File: src/rtl/wb_pkg.sv
// Shared types for the classic-to-pipelined Wishbone bridge: FSM states,
// response codes and the timeout counter width rule.
package wb_pkg;

  typedef enum logic [1:0] {ST_IDLE, ST_REQ, ST_WAIT, ST_RESP} state_t;

  typedef enum logic [1:0] {RSP_NONE, RSP_ACK, RSP_ERR} rsp_t;

  // A zero TIMEOUT disables the counter, but it still needs one bit to exist.
  function automatic int tmo_cnt_width(input int tmo);
    return (tmo > 0) ? $clog2(tmo + 1) : 1;
  endfunction

endpackage

File: src/rtl/wb_timeout.sv
// Request timeout counter: cleared when a request starts, counts each
// enabled cycle, and flags the cycle that reaches TIMEOUT.
module wb_timeout
  import wb_pkg::*;
#(
  parameter int TIMEOUT = 255
)(
  input  logic clk,
  input  logic rst,
  input  logic i_clear,
  input  logic i_enable,
  output logic o_expired
);

  localparam int CW = tmo_cnt_width(TIMEOUT);

  logic [CW-1:0] r_cnt;

  // Counting stops once expired, so the counter can never wrap.
  always_ff @(posedge clk or posedge rst) begin
    if (rst)                          r_cnt <= '0;
    else if (i_clear)                 r_cnt <= '0;
    else if (i_enable && !o_expired)  r_cnt <= r_cnt + 1'b1;
  end

  assign o_expired = (TIMEOUT != 0) && i_enable && (r_cnt == CW'(TIMEOUT - 1));

endmodule

File: src/rtl/wb_std2pipe_bridge.sv
// Classic Wishbone slave to pipelined Wishbone master bridge: one
// outstanding transfer, all outputs registered, with timeout and abort.
module wb_std2pipe_bridge
  import wb_pkg::*;
#(
  parameter int ADR_WIDTH = 16,
  parameter int DAT_WIDTH = 16,
  parameter int SEL_WIDTH = DAT_WIDTH / 8,
  parameter int TIMEOUT   = 255
)(
  input  logic                 clk,
  input  logic                 rst,
  input  logic                 s_cyc_i,
  input  logic                 s_stb_i,
  input  logic                 s_we_i,
  input  logic [ADR_WIDTH-1:0] s_adr_i,
  input  logic [DAT_WIDTH-1:0] s_dat_i,
  input  logic [SEL_WIDTH-1:0] s_sel_i,
  output logic [DAT_WIDTH-1:0] s_dat_o,
  output logic                 s_ack_o,
  output logic                 s_err_o,
  output logic                 m_cyc_o,
  output logic                 m_stb_o,
  output logic                 m_we_o,
  output logic [ADR_WIDTH-1:0] m_adr_o,
  output logic [DAT_WIDTH-1:0] m_dat_o,
  output logic [SEL_WIDTH-1:0] m_sel_o,
  input  logic [DAT_WIDTH-1:0] m_dat_i,
  input  logic                 m_ack_i,
  input  logic                 m_err_i,
  input  logic                 m_stall_i
);

  state_t               r_state, w_state_nx;
  rsp_t                 w_rsp;
  logic                 r_m_cyc, r_m_stb, r_m_we, r_s_ack, r_s_err;
  logic                 w_m_cyc, w_m_stb, w_m_we, w_s_ack, w_s_err;
  logic [ADR_WIDTH-1:0] r_m_adr, w_m_adr;
  logic [DAT_WIDTH-1:0] r_m_dat, w_m_dat, r_s_dat, w_s_dat;
  logic [SEL_WIDTH-1:0] r_m_sel, w_m_sel;
  logic                 w_tmo_clr, w_tmo_en, w_tmo_exp;

  wb_timeout #(.TIMEOUT(TIMEOUT)) u_timeout (
    .clk      (clk),
    .rst      (rst),
    .i_clear  (w_tmo_clr),
    .i_enable (w_tmo_en),
    .o_expired(w_tmo_exp)
  );

  always_comb begin
    w_state_nx = r_state;
    w_rsp      = RSP_NONE;
    w_m_cyc    = r_m_cyc;
    w_m_stb    = r_m_stb;
    w_m_we     = r_m_we;
    w_m_adr    = r_m_adr;
    w_m_dat    = r_m_dat;
    w_m_sel    = r_m_sel;
    w_s_dat    = r_s_dat;
    w_s_ack    = 1'b0;
    w_s_err    = 1'b0;
    w_tmo_clr  = 1'b0;
    w_tmo_en   = 1'b0;
    case (r_state)
      ST_IDLE: begin
        if (s_cyc_i && s_stb_i) begin
          w_m_cyc    = 1'b1;
          w_m_stb    = 1'b1;
          w_m_we     = s_we_i;
          w_m_adr    = s_adr_i;
          w_m_dat    = s_dat_i;
          w_m_sel    = s_sel_i;
          w_tmo_clr  = 1'b1;
          w_state_nx = ST_REQ;
        end
      end
      ST_REQ, ST_WAIT: begin
        w_tmo_en = 1'b1;
        if (r_state == ST_REQ && !m_stall_i) begin
          w_m_stb    = 1'b0;
          w_state_nx = ST_WAIT;
        end
        // Ack only counts once the request is accepted; err always wins.
        if (m_err_i)
          w_rsp = RSP_ERR;
        else if (m_ack_i && (r_state == ST_WAIT || !m_stall_i))
          w_rsp = RSP_ACK;
        else if (w_tmo_exp)
          w_rsp = RSP_ERR;
        if (!s_cyc_i) begin
          w_m_cyc    = 1'b0;
          w_m_stb    = 1'b0;
          w_state_nx = ST_IDLE;
        end else if (w_rsp != RSP_NONE) begin
          w_m_cyc    = 1'b0;
          w_m_stb    = 1'b0;
          w_s_ack    = (w_rsp == RSP_ACK);
          w_s_err    = (w_rsp == RSP_ERR);
          if (w_rsp == RSP_ACK && !r_m_we) w_s_dat = m_dat_i;
          w_state_nx = ST_RESP;
        end
      end
      ST_RESP: w_state_nx = ST_IDLE;
      default: w_state_nx = ST_IDLE;
    endcase
  end

  always_ff @(posedge clk or posedge rst) begin
    if (rst) begin
      r_state <= ST_IDLE;
      r_m_cyc <= 1'b0;
      r_m_stb <= 1'b0;
      r_m_we  <= 1'b0;
      r_m_adr <= '0;
      r_m_dat <= '0;
      r_m_sel <= '0;
      r_s_dat <= '0;
      r_s_ack <= 1'b0;
      r_s_err <= 1'b0;
    end else begin
      r_state <= w_state_nx;
      r_m_cyc <= w_m_cyc;
      r_m_stb <= w_m_stb;
      r_m_we  <= w_m_we;
      r_m_adr <= w_m_adr;
      r_m_dat <= w_m_dat;
      r_m_sel <= w_m_sel;
      r_s_dat <= w_s_dat;
      r_s_ack <= w_s_ack;
      r_s_err <= w_s_err;
    end
  end

  assign m_cyc_o = r_m_cyc;
  assign m_stb_o = r_m_stb;
  assign m_we_o  = r_m_we;
  assign m_adr_o = r_m_adr;
  assign m_dat_o = r_m_dat;
  assign m_sel_o = r_m_sel;
  assign s_dat_o = r_s_dat;
  assign s_ack_o = r_s_ack;
  assign s_err_o = r_s_err;

endmodule

File: config.mk
export PLATFORM = sky130hd
export DESIGN_NAME = wb_std2pipe_bridge
export DESIGN_NICKNAME = d
export VERILOG_FILES = /design/src/rtl/wb_pkg.sv /design/src/rtl/wb_timeout.sv /design/src/rtl/wb_std2pipe_bridge.sv
export SDC_FILE = /design/constraint.sdc
export NUM_CORES = 1
export LEC_CHECK = 0
export CAP_MARGIN = 5
export CELL_PAD_IN_SITES_DETAIL_PLACEMENT = 1
export CELL_PAD_IN_SITES_GLOBAL_PLACEMENT = 1
export CORE_MARGIN = 10
export CORE_UTILIZATION = 30
export DETAILED_ROUTE_END_ITERATION = 6
export PLACE_DENSITY = 0.74
export REMOVE_ABC_BUFFERS = 1
export SLEW_MARGIN = 20
export SYNTH_ARGS = -nofsm -noshare
export SYNTH_HDL_FRONTEND = slang
export SYNTH_HIERARCHICAL = 1
export SYNTH_SLANG_ARGS = --single-unit
File: constraint.sdc
create_clock -name clk -period 2.1 [get_ports clk]
set_clock_uncertainty 0.2 [all_clocks]
set_input_delay 0.63 -clock clk [delete_from_list [all_inputs] [get_ports clk]]
set_output_delay 0.63 -clock clk [all_outputs]
set_load 0.01 [all_outputs]
==> run summary <==
Synth Area in Simple Gates - 0.0682
Worst EP arrival - 2080 ps
Finished Core Util - 0.506
Fill count - 927
Largest family of logic cells by synthesized area - multiplexers
Full die area - 13500 um^2
Max Clk Rate - 485 MHz
EDFF count, synth - 0
Relative slew slack - 0.774
Top post-synthesis cells by count - 65 x dfrtp_1, 51 x mux2_2, 9 x a21oi_1, 9 x nor2_1, 8 x inv_1
Post-route cell area - 4480 um^2
Total Power - 5860 uW
Drt total wl - 8.14 mm
CTS Buf Count - 9
Port-buffer cells - 112
CP endpoint kind - flop
Fin. Hold Viols - 0
Post-synthesis compound-gate area fraction - 0.0705
Clk Latency, worst-skew pair - 330 ps
Final WS setup - 37.0 ps
Worst Tran Pin Value - 339 ps
Yosys top cell area share - 0.587
Clock share of power - 0.153
Net Sw Frac - 0.332
Clock Sinks - 65
Count leader, synth - dfrtp_1
Vias in the first global route - 2420
Post-Synth XOR/XNOR Area - 0
Worst Hold Class - flop to flop
Post-DP HPWL - 6.25 mm
Leak Pwr - 0.00232 uW
Max H-tree Level - 3
Cells after Synth - 201
FP Rows - 34
GRT Overall Usage - 0.121
Status - complete, no violations
Initial antenna violation count - 0
Maximum VDD drop - 0.000654 V
Max-cap violations - 0
Worst-path clk slew - 70 ps
First-pass DRT Iterations - 4
CP required - 2120 ps
CTS tree - built
Adder-cell share of the synthesized area - 0.0271
Global-route wire length before repair - 12.8 mm
Starting Density - 0.313
Startpoint Class - input port
Final Max Slew Viols - 0
Post-synth top flop - dfrtp_1
Die width - 116 um
Critical path class - input port to flop
P&R area growth vs syn - 61.8%
Initial drt markers - 39
Largest net degree at the start of global routing - 37
DR WL/cell - 18.0 um
Layout cell share with drive strength beyond 1 - 0.296
Via density - 4.72
Chip Height - 116 um
RePlAce Congestion - 0.799
Setup WS pre-CTS - -293 ps
Hold Worst Slack - 302 ps
Distinct cells, synth - 33
Antenna Diode Count - 0
Final setup vio count - 0
Dpl cell area - 4160 um^2
Core outline area - 8850 um^2
Area contributors post-synth - dfrtp_1 59%, mux2_2 21%, ha_1 2.7%, a21oi_1 1.6%, nor2_1 1.2%
Register area share after synthesis - 0.587
Grt ovf - 0
Residual DRC - 0
Post-synthesis register bit count - 65
Logic pwr share - 0.476
Mean post-synth cell area - 13.8 um^2
# IOs - 113
Tcrit/Tclk final - 0.982
Post-route minimum period - 2060 ps
PwrDens - 1310 nW/um^2
Root Buffer - clkbuf_8
Crit path max fanout - 8
Flop pwr share - 0.371
Psw - 1940 uW
Cell taking the most area after synthesis - dfrtp_1
Synthesized cell area - 2770 um^2
Final nets - 404
Via count - 2137
Post-synth ARST share - 1.00
Antenna Violating Nets Remaining - 0
Synth warn - 6
Longest Clk Path Bufs - 2
Internal Power - 3910 uW
Proportion of synthesized area in mux cells - 0.218
stage by stage:
stage,TNS (ps),instances
after global routing,-421,453
after CTS,0,449
after floorplan,-11260,194
final,0,453
after global placement,-13800,433
after detailed placement,-14520,433
power groups by stage:
| stage | clock network, uW | registers [uW] | logic (uW) |
|---|---|---|---|
| 2_1_floorplan | 0 | 2430 | 1030 |
| 3_3_place_gp | 0 | 2180 | 2820 |
| 3_5_place_dp | 0 | 2220 | 2880 |
| 4_1_cts | 946 | 2200 | 2850 |
| 5_1_grt | 1000 | 2260 | 3040 |
| 6_report | 898 | 2170 | 2790 |
final timing paths:
kind,start,endpoint,slack [ps],depth (start not counted)
max,m_stall_i,s_dat_o[12],40,7
min,m_sel_o[1],m_sel_o[1],300,1
max reg2reg,r_state[0],s_dat_o[12],50,7
min reg2reg,m_sel_o[1],m_sel_o[1],300,1
max in group asynchronous,rst,s_dat_o[13],870,3
min in group asynchronous,rst,m_adr_o[2],370,2
layer usage:
metal / part of all wire / GRT usage / vias to the layer above
met4: 0.0081 / 0.0259 / 0
met5: 0 / 0 / -
met3: 0.089 / 0.0703 / 8
li1: - / - / 995
met1: 0.37 / 0.123 / 1074
met2: 0.53 / 0.212 / 60
logic make-up after synthesis:
group                      Yosys count
and+or+nand+nor                     35
DFF                                 65
adders and majority gates            6
muxes                               53
AOI/OAI and AO/OA                   27
buffers and inverters               15
critical path, cell delays in order:
cell             delay [ps]
clkdlybuf4s50_1         420
inv_1                    70
o21ai_2                  80
nor4_4                  210
buf_4                   180
clkbuf_16               150
mux2_2                  330
placed cells by master, fill, tap and decap left out, types with 2 or more instances in the layout:
cell type,netlist,routed
nand2_1,7,6
a21boi_0,2,2
mux2_2,51,51
dlymetal6s2s_1,0,40
o21ai_1,0,2
and3_1,4,4
inv_2,0,2
clkinv_2,0,4
a311oi_1,2,2
nor2_1,9,8
a21oi_1,9,9
clkdlybuf4s50_1,0,64
a31oi_1,2,2
dfrtp_1,65,65
a211oi_1,4,4
dlygate4sd2_1,0,8
nand3_1,3,3
clkinvlp_4,0,2
buf_12,0,3
buf_4,1,19
clkbuf_8,0,9
inv_1,8,6
nor3_1,5,5
mux2_4,2,2
ha_1,6,5
area by class of cell:
type / count / area, um^2 / share of cell area
Sequential cell: 65 / 1630 / 0.363
Timing Repair Buffer: 135 / 1440 / 0.321
Multi-Input combinational cell: 121 / 1090 / 0.242
Tap cell: 108 / 135 / 0.0302
Clock buffer: 10 / 128 / 0.0285
Clock inverter: 6 / 35.0 / 0.00782
Inverter: 8 / 30.0 / 0.00670
flip-flops by register name, indices dropped and copies added, names as in the netlist:
register,count
m_adr_o,16
s_err_o,1
m_cyc_o,1
r_state,2
s_ack_o,1
m_dat_o,16
u_timeout/r_cnt,8
s_dat_o,16
m_sel_o,2
m_we_o,1
m_stb_o,1
what timing repair did:
action / CTS / global route
resized for setup: 8 / 47
setup buffers: 0 / 3
endpoints found under the setup margin: 8 / 50
hold buffers: 0 / 0
pin swaps: 0 / 2
cloned: 0 / 1
Power figures use the tool's default switching activity.
